<file path="config.mk">
export PLATFORM = sky130hd
export DESIGN_NAME = divider_iterative
export DESIGN_NICKNAME = d
export VERILOG_FILES = /design/src/rtl/divider_pkg.sv /design/src/rtl/divider_step.sv /design/src/rtl/divider_iterative.sv
export SDC_FILE = /design/constraint.sdc
export NUM_CORES = 1
export LEC_CHECK = 0
export CELL_PAD_IN_SITES_DETAIL_PLACEMENT = 0
export CELL_PAD_IN_SITES_GLOBAL_PLACEMENT = 1
export CORE_MARGIN = 4
export CORE_UTILIZATION = 39
export CTS_CLUSTER_SIZE = 12
export DETAILED_ROUTE_END_ITERATION = 12
export PLACE_DENSITY = 0.79
export RECOVER_POWER = 25
export SYNTH_ARGS = -nofsm -noshare
export SYNTH_HDL_FRONTEND = slang
export SYNTH_SLANG_ARGS = --single-unit
</file>
<file path="constraint.sdc">
create_clock -name clk -period 3.1 [get_ports clk]
set_input_delay 0.93 -clock clk [delete_from_list [all_inputs] [get_ports clk]]
set_output_delay 0.93 -clock clk [all_outputs]
set_load 0.005 [all_outputs]
</file>
<file path="src/rtl/divider_pkg.sv">
// -----------------------------------------------------------------------------
// divider_pkg
// Shared declarations for the iterative radix-2 restoring divider.
//
// Contents:
//   DIV_WIDTH      default operand/result width
//   DIV_CNT_W      iteration-counter width for the default operand width
//   div_state_t    controller state encoding (FIXUP exists only when the
//                  DIVIDER_SIGNED_EN macro is defined)
//   div_cnt_width  counter width for an arbitrary operand width
//
// Configuration macro: DIVIDER_SIGNED_EN (adds the FIXUP state).
// -----------------------------------------------------------------------------
package divider_pkg;

  localparam int DIV_WIDTH = 32;

  // The counter must hold the value WIDTH itself, hence WIDTH+1.
  localparam int DIV_CNT_W = $clog2(DIV_WIDTH + 1);

`ifdef DIVIDER_SIGNED_EN
  typedef enum logic [1:0] {
    IDLE  = 2'd0,
    BUSY  = 2'd1,
    DONE  = 2'd2,
    FIXUP = 2'd3
  } div_state_t;
`else
  typedef enum logic [1:0] {
    IDLE = 2'd0,
    BUSY = 2'd1,
    DONE = 2'd2
  } div_state_t;
`endif

  function automatic int div_cnt_width(input int width);
    return $clog2(width + 1);
  endfunction

endpackage

</file>
<file path="src/rtl/divider_step.sv">
// -----------------------------------------------------------------------------
// divider_step
// One combinational radix-2 restoring division step.
//
// The next dividend bit (MSB of dq) is shifted into the partial remainder.
// If the widened remainder is at least the divisor, the divisor is subtracted
// and a 1 enters the quotient at the LSB of dq; otherwise the remainder is
// kept and a 0 enters the quotient.
//
// Ports:
//   rem       in   WIDTH  partial remainder before the step
//   dq        in   WIDTH  dividend bits still to consume / quotient bits so far
//   b         in   WIDTH  divisor
//   rem_next  out  WIDTH  partial remainder after the step
//   dq_next   out  WIDTH  dq shifted left by one with the new quotient bit
// -----------------------------------------------------------------------------
module divider_step
  import divider_pkg::*;
#(
  parameter int WIDTH = DIV_WIDTH
) (
  input  logic [WIDTH-1:0] rem,
  input  logic [WIDTH-1:0] dq,
  input  logic [WIDTH-1:0] b,
  output logic [WIDTH-1:0] rem_next,
  output logic [WIDTH-1:0] dq_next
);

  // The shifted remainder needs one extra bit: rem < b can still have its
  // MSB set when b is large, so the shift may carry out of WIDTH bits.
  logic [WIDTH:0]   w_shifted;
  logic             w_ge;
  logic [WIDTH-1:0] w_diff;

  assign w_shifted = {rem, dq[WIDTH-1]};
  assign w_ge      = (w_shifted >= {1'b0, b});

  // When w_ge holds the true difference is below b, so it fits in WIDTH bits
  // and a modular WIDTH-bit subtraction gives the exact result.
  assign w_diff    = w_shifted[WIDTH-1:0] - b;

  assign rem_next  = w_ge ? w_diff : w_shifted[WIDTH-1:0];
  assign dq_next   = {dq[WIDTH-2:0], w_ge};

endmodule

</file>
<file path="src/rtl/divider_iterative.sv">
// -----------------------------------------------------------------------------
// divider_iterative
// Multi-cycle unsigned integer divider (radix-2 restoring, one quotient bit
// per clock) with valid/ready handshakes on the operand and result sides.
// Computes q = a / b and r = a % b. Division by zero yields q = all ones and
// r = a with the normal latency.
//
// Latency: valid_out rises exactly WIDTH cycles after the accepting edge
// (WIDTH+1 for signed operations when DIVIDER_SIGNED_EN is defined).
// A result can be taken and a new operation accepted in the same cycle.
//
// Ports:
//   clk        in   1      rising-edge clock
//   reset      in   1      synchronous active-high reset
//   valid_in   in   1      a, b valid this cycle
//   ready_in   out  1      divider accepts an operation this cycle
//   a          in   WIDTH  dividend
//   b          in   WIDTH  divisor
//   valid_out  out  1      q, r hold a finished result
//   ready_out  in   1      consumer takes the result this cycle
//   q          out  WIDTH  quotient (registered)
//   r          out  WIDTH  remainder (registered)
//   signed_in  in   1      two's complement operation, sampled on accept
//                          (present only with DIVIDER_SIGNED_EN)
//
// Configuration macro: DIVIDER_SIGNED_EN
//   Defined:   signed_in port and a one-cycle FIXUP state that applies the
//              result signs after an unsigned divide of the magnitudes.
//   Undefined: unsigned only.
// -----------------------------------------------------------------------------
module divider_iterative
  import divider_pkg::*;
#(
  parameter int WIDTH = DIV_WIDTH
) (
  input  logic             clk,
  input  logic             reset,
  input  logic             valid_in,
  output logic             ready_in,
  input  logic [WIDTH-1:0] a,
  input  logic [WIDTH-1:0] b,
  output logic             valid_out,
  input  logic             ready_out,
  output logic [WIDTH-1:0] q,
  output logic [WIDTH-1:0] r
`ifdef DIVIDER_SIGNED_EN
  ,
  input  logic             signed_in
`endif
);

  localparam int CNT_W = div_cnt_width(WIDTH);

  div_state_t       r_state;
  div_state_t       w_state_next;

  logic [WIDTH-1:0] r_dq;
  logic [WIDTH-1:0] r_rem;
  logic [WIDTH-1:0] r_b;
  logic [CNT_W-1:0] r_cnt;
  logic [WIDTH-1:0] r_q;
  logic [WIDTH-1:0] r_r;

  logic [WIDTH-1:0] w_rem_next;
  logic [WIDTH-1:0] w_dq_next;
  logic [WIDTH-1:0] w_a_load;
  logic [WIDTH-1:0] w_b_load;
  logic             w_accept;
  logic             w_take;
  logic             w_last;
  logic             w_fixup_needed;

  assign w_accept = valid_in && ready_in;
  assign w_take   = valid_out && ready_out;
  assign w_last   = (r_cnt == CNT_W'(1));

`ifdef DIVIDER_SIGNED_EN
  logic r_signed_op;
  logic r_neg_q;
  logic r_neg_r;

  // Signed operations divide magnitudes. MIN has no positive counterpart,
  // but its unsigned bit pattern is already the correct magnitude.
  assign w_a_load       = (signed_in && a[WIDTH-1]) ? -a : a;
  assign w_b_load       = (signed_in && b[WIDTH-1]) ? -b : b;
  assign w_fixup_needed = r_signed_op;
`else
  assign w_a_load       = a;
  assign w_b_load       = b;
  assign w_fixup_needed = 1'b0;
`endif

  // Single step instance, fed from the working registers every BUSY cycle.
  divider_step #(
    .WIDTH   (WIDTH)
  ) u_step (
    .rem      (r_rem),
    .dq       (r_dq),
    .b        (r_b),
    .rem_next (w_rem_next),
    .dq_next  (w_dq_next)
  );

  // ---------------------------------------------------------------------------
  // FSM: state register
  // ---------------------------------------------------------------------------
  always_ff @(posedge clk) begin
    if (reset) begin
      r_state <= IDLE;
    end else begin
      r_state <= w_state_next;
    end
  end

  // ---------------------------------------------------------------------------
  // FSM: next-state logic
  // ---------------------------------------------------------------------------
  always_comb begin
    w_state_next = r_state;
    case (r_state)
      IDLE: begin
        if (w_accept) begin
          w_state_next = BUSY;
        end
      end
      BUSY: begin
        if (w_last) begin
`ifdef DIVIDER_SIGNED_EN
          w_state_next = w_fixup_needed ? FIXUP : DONE;
`else
          w_state_next = DONE;
`endif
        end
      end
`ifdef DIVIDER_SIGNED_EN
      FIXUP: begin
        w_state_next = DONE;
      end
`endif
      DONE: begin
        // ready_in is high whenever a take happens here, so an accompanying
        // valid_in starts the next operation with no idle cycle between.
        if (w_take) begin
          w_state_next = w_accept ? BUSY : IDLE;
        end
      end
      default: begin
        w_state_next = IDLE;
      end
    endcase
  end

  // ---------------------------------------------------------------------------
  // FSM: outputs (ready_in deliberately ignores valid_in)
  // ---------------------------------------------------------------------------
  always_comb begin
    ready_in  = 1'b0;
    valid_out = 1'b0;
    case (r_state)
      IDLE: ready_in = 1'b1;
      DONE: begin
        ready_in  = ready_out;
        valid_out = 1'b1;
      end
      default: begin
        ready_in  = 1'b0;
        valid_out = 1'b0;
      end
    endcase
  end

  // ---------------------------------------------------------------------------
  // Datapath. Accepts only occur in IDLE or DONE, so they never collide with
  // an iteration step. q and r change only when a result completes (or on
  // reset), so a partially computed result is never visible.
  // ---------------------------------------------------------------------------
  always_ff @(posedge clk) begin
    if (reset) begin
      r_dq  <= '0;
      r_rem <= '0;
      r_b   <= '0;
      r_cnt <= '0;
      r_q   <= '0;
      r_r   <= '0;
`ifdef DIVIDER_SIGNED_EN
      r_signed_op <= 1'b0;
      r_neg_q     <= 1'b0;
      r_neg_r     <= 1'b0;
`endif
    end else if (w_accept) begin
      r_dq  <= w_a_load;
      r_b   <= w_b_load;
      r_rem <= '0;
      r_cnt <= CNT_W'(WIDTH);
`ifdef DIVIDER_SIGNED_EN
      r_signed_op <= signed_in;
      // A zero divisor keeps the all-ones quotient, so its sign is not
      // applied. The remainder follows the dividend's sign, which makes
      // r = a for a zero divisor as well.
      r_neg_q     <= signed_in && (a[WIDTH-1] != b[WIDTH-1]) && (b != '0);
      r_neg_r     <= signed_in && a[WIDTH-1];
`endif
    end else if (r_state == BUSY) begin
      r_dq  <= w_dq_next;
      r_rem <= w_rem_next;
      r_cnt <= r_cnt - CNT_W'(1);
      if (w_last && !w_fixup_needed) begin
        r_q <= w_dq_next;
        r_r <= w_rem_next;
      end
    end
`ifdef DIVIDER_SIGNED_EN
    else if (r_state == FIXUP) begin
      r_q <= r_neg_q ? -r_dq  : r_dq;
      r_r <= r_neg_r ? -r_rem : r_rem;
    end
`endif
  end

  assign q = r_q;
  assign r = r_r;

endmodule
</file>
==> results_dict.tcl <==
set metrics [dict create \
    dp_hpwl_mm 16.62 \
    die_area_mm2 0.02344 \
    hold_depth 2 \
    io_pins 134 \
    total_power_w 0.006472 \
    drtPass1Iterations 5 \
    synth_seq_area_share_pct 40.96 \
    cap_viol_max_count 0 \
    track_usage_pct 19.84 \
    rsz0062_at_grt "yes" \
    cpMaxStageDelayCell "and2_4" \
    ir_drop_uv 323.1 \
    worstSetupEndpoint "r_rem[9]" \
    gp_congestion 0.9038 \
    ant_nets 0 \
    reg2reg_depth 11 \
    area_growth_pct 28.87 \
    ys_types 67 \
    yosys_most_used_dff "dfxtp_1" \
    worstSetupStartpoint "r_b[28]" \
    grt_max_degree 91 \
    fin_crit_ps 3032 \
    viasPerCell 5.266 \
    syn_area_mm2 0.008212 \
    layout_common_cells "206 x nand2_1, 173 x a21oi_1, 168 x dfxtp_1" \
    slew_headroom_pct 3.442 \
    path_clk_slew_ps 70 \
    synth-edff-count 0 \
    clock_path_buffers 2 \
    layout.nets 1269 \
    rows 52 \
    slew_violations 0 \
    core_region_area_mm2 0.02049 \
    stdcell_count 1449 \
    worstSetupStartpointType "flop" \
    crit_arrival_ps 3300 \
    totalWireLength_mm 23.57 \
    layout-drive-gt1-share_pct 8.312 \
    antenna_found_initial 0 \
    start_util_pct 40.07 \
    post-place-cells 1415 \
    required_ps 3370 \
    slowest_delay_ps 520 \
    layout_commonest_cell "nand2_1" \
    h-tree-depth 4 \
    crit_top_cell "a21oi_1" \
    wl_per_cell_um 16.26 \
    hold_class "flop to flop" \
    async_flop_share_pct 0 \
    outcome "completed" \
    clock_latency_ps 440 \
    syn_nets 1152 \
    crit_path_max_fanout 34 \
    p_leak_nw 4.007 \
    drcViolationCount 0 \
    cts.sinks 168 \
    port_buffers 133 \
    hold_violations 0 \
    worstReg2RegStart "r_b[28]" \
    ys_seq_elements 168 \
    n_fill_cell 2039 \
    grt_pass1_vias 7391 \
    cts-root-buf "clkbuf_16" \
    cts_tree "done" \
    cp_cell_sequence "inv_1, ha_1, a21oi_1, o21ai_1, nand3_1, nand2_1, a211oi_2, and2_4, nor2_1, a21oi_1, a211oi_1" \
    via_count 7631 \
    syn_avg_cell_area_um2 7.828 \
    maxClockFrequency_ghz 0.3299 \
    end_kind "flop" \
    ys_warn_count 0 \
    rrSetupSlack_ps 70 \
    skew_ps 15.38 \
    powerDensity_mw_per_mm2 611.5 \
    fin_crit_sh_pct 97.79 \
    timing_worst_slew_pin_value_ps 1448 \
    r2r_end "r_rem[9]" \
    finalSetupViolations 0 \
    synthCells 1049 \
    critPathKind "flop to flop" \
    dieWidth_um 153.1 \
    antennaDiodeCount 0 \
    drtIter0Drc 498 \
    grt_pass1_wl_mm 38.56 \
    globalRouteOverflowTotal 0 \
    chipHeight_um 153.1 \
    cts_made_buffers 17 \
]
stage by stage:
stage	worst slack [ps]	hold WS, ps	instance area, um2	setup TNS [ps]	util (%)
after floorplan	412.9	436.3	8212	0	-
after global placement	-212.9	441.9	9897	-2682	48.29
after detailed placement	-283.1	445.5	9897	-4051	48.29
after CTS	16.45	455.4	10520	0	51.32
after global routing	-64.45	473.3	10580	-396.2	51.64
final	68.45	454.3	10580	0	51.64
worst min path at each step:
stage / start / end / slack (ps)
after global routing: r_b[25] / r_b[25] / 470
final: q[21] / q[21] / 450
after detailed placement: q[23] / q[23] / 450
after global placement: q[23] / q[23] / 440
after CTS: q[23] / q[23] / 460
after floorplan: r_b[10] / r_b[10] / 440
where the power goes:
part	internal [W]	switching, W
clock network	0.00115	0.00102
logic	0.000831	0.00111
registers	0.00227	0.0000811
synth_stat cells, drive strengths merged (3+ instances only):
cell	n	area [um2]
a221oi	3	26.28
a21boi	3	22.52
a21o	6	45.04
and3	6	37.54
buf	15	87.57
a22oi	31	232.7
a311oi	3	26.28
o311ai	4	35.04
o21bai	8	60.06
a21oi	176	888.4
nand4	7	43.79
o21ai	51	255.3
dfxtp	168	3363
nor2	68	255.2
nand2	207	779.5
o21a	9	67.56
xor2	7	61.31
and2	6	40.04
mux2i	14	140.1
a31oi	6	43.79
clkbuf	56	211.5
ha	34	425.4
xnor2	20	175.2
nor2b	4	25.02
o211ai	4	30.03
inv	45	168.9
a211oi	25	192.7
o31ai	4	35.03
mux2	3	33.78
nand3	8	40.04
nand2b	7	43.79
nor3	14	81.33
cell type report:
cell class                 instances  area (um2)  share of cell area, %
timing repair buffer             169        1649                  15.58
sequential                       168        3363                  31.78
inverter                          45       168.9                  1.596
multi-input combinational        765        4454                  42.09
tap                              270       337.8                  3.192
clock inverter                    15       183.9                  1.738
clock buffer                      17       425.4                  4.020
cell families (layout without fill, tap and decap cells):
family / Yosys count / in the layout / synth area share [%]
flip-flops: 168 / 168 / 40.96
buffers and inverters: 116 / 246 / 5.698
adder cells (fa/ha/maj): 35 / 35 / 5.424
multiplexers: 17 / 17 / 2.118
AO/OA/AOI/OAI: 347 / 347 / 25.48
AND/OR/NAND/NOR: 339 / 339 / 17.45
XOR/XNOR: 27 / 27 / 2.880
repair_timing:
| item | in CTS | in global routing |
|---|---|---|
| hold buffers | 0 | 0 |
| resized for setup | 1 | 13 |
| pin swaps | 1 | 3 |
| setup buffers | 1 | 1 |
| setup endpoints to repair | 1 | 40 |
metal layers:
metal | routed length, um | GRT usage (%) | up-vias
li1 | - | - | 3876
met1 | 11550 | 28.24 | 3534
met2 | 10180 | 29.90 | 192
met3 | 1450 | 4.976 | 29
met4 | 385 | 5.515 | 0
met5 | 0 | 0 | -
sequential cells by signal, indices dropped and copies added, names as in the netlist:
signal,count
q,32
r,32
r_state,2
r_dq,32
r_cnt,6
r_rem,32
r_b,32
critical path: cells and delay by family, from the launching register on:
| family | cells | cell delay (ps) |
|---|---|---|
| flip-flops | 1 | 340 |
| adder cells (fa/ha/maj) | 1 | 370 |
| AO/OA/AOI/OAI | 5 | 1290 |
| AND/OR/NAND/NOR | 4 | 810 |
| buffers and inverters | 1 | 50 |
Power figures use the tool's default switching activity.
==> RTL edit (same flow settings) <==
Add a define of `DIVIDER_SIGNED_EN`.
--- a/src/rtl/divider_pkg.sv
+++ b/src/rtl/divider_pkg.sv
@@ -11,6 +11,8 @@
 //
 // Configuration macro: DIVIDER_SIGNED_EN (adds the FIXUP state).
 // -----------------------------------------------------------------------------
+`define DIVIDER_SIGNED_EN
+
 package divider_pkg;
 
   localparam int DIV_WIDTH = 32;
Ports: changed (added signed_in); port bits go from 134 to 135. The function was not compared with the original's and may differ.
==> RTL edit against the original RTL <==
Power is 24% higher; core utilization up 0.055 points; count of clock-buffer cells in the layout increased by 1; final area increased by 41%; synthesized area increased by 39%; sequential cell count increased by 3; non-clock buffer count grew 114; setup slack better by 16 ps; wire length up 60%.
==> RTL edit: results <==
metrics = {
    "pwr": {
        "p_leak_nw": 5.98,
        "combPwrFrac": 0.399,
        "cellInternalPower_w": 0.00500,
        "ir_worst_vdd_mv": 0.300,
        "total_power_w": 0.00802,
    },
    "critical_path": {
        "r2r-end": "r[26]$_SDFFE_PP0P_",
        "cp.arrival_ps": 2090,
        "crit_end": "ready_in",
        "slowest_stage": "dlygate4sd3_1",
        "cp-startpoint": "ready_out",
    },
    "grt": {
        "grt_pass1_wl_um": 59900,
        "use_met3": 0.0361,
        "grt_use_total": 0.231,
        "first_global_vias": 11200,
        "grt_util_met2": 0.352,
    },
    "run_status": {
        "status": "finished clean",
    },
    "sta": {
        "period_needed_ps": 3020,
    },
    "route": {
        "vias": 11900,
        "route.met3.wl_um": 2160,
        "drt_wl_total_um": 37600,
        "m1WireLength_um": 18100,
    },
    "logic_synthesis": {
        "synthesis.nets": 1635,
        "synth.area.top_cells": "dfxtp_1 30%, nor2_1 5.5%, nand2_1 5.3%",
        "synth_fa_ha_area_frac": 0.0434,
        "synthXorXnorAreaFrac": 0.0966,
        "synth_mux_area_frac": 0.00438,
        "syn_inst": 1527,
    },
    "min_path": {
        "hold_start": "r[18]$_SDFFE_PP0P_",
    },
    "layout": {
        "nets": 1835,
        "drive_gt1_frac": 0.136,
    },
}
[RTL edit: cell count changes in the layout (fill, tap and decap cells not counted), moves of 25 or more]
cell / change
a211oi_1: +25
xor2_1: +56
buf_4: +107
nor2_1: +100
o21ai_0: +70
xnor2_1: +43
a22oi_1: -31
nand2_1: -49
a311oi_1: +42
a21oi_1: -54
[RTL edit: worst min-delay path by stage]
stage	depth (start not counted)	to	slack (ps)
after floorplan	2	r_b[31]$_SDFFE_PP0P_	430
after global placement	2	r[9]$_SDFFE_PP0P_	430
after detailed placement	2	r[18]$_SDFFE_PP0P_	440
after CTS	2	r[18]$_SDFFE_PP0P_	450
after global routing	2	r[18]$_SDFFE_PP0P_	460
final	2	r[18]$_SDFFE_PP0P_	440
[RTL edit: area by class of cell]
class	instances	area (µm²)
clock buffers	18	439
clock inverters	14	154
fillers	2813	13900
inverters	60	225
multi-input cells	1194	7610
flip-flops and latches	171	3420
well taps	384	480
repair buffers	283	2550
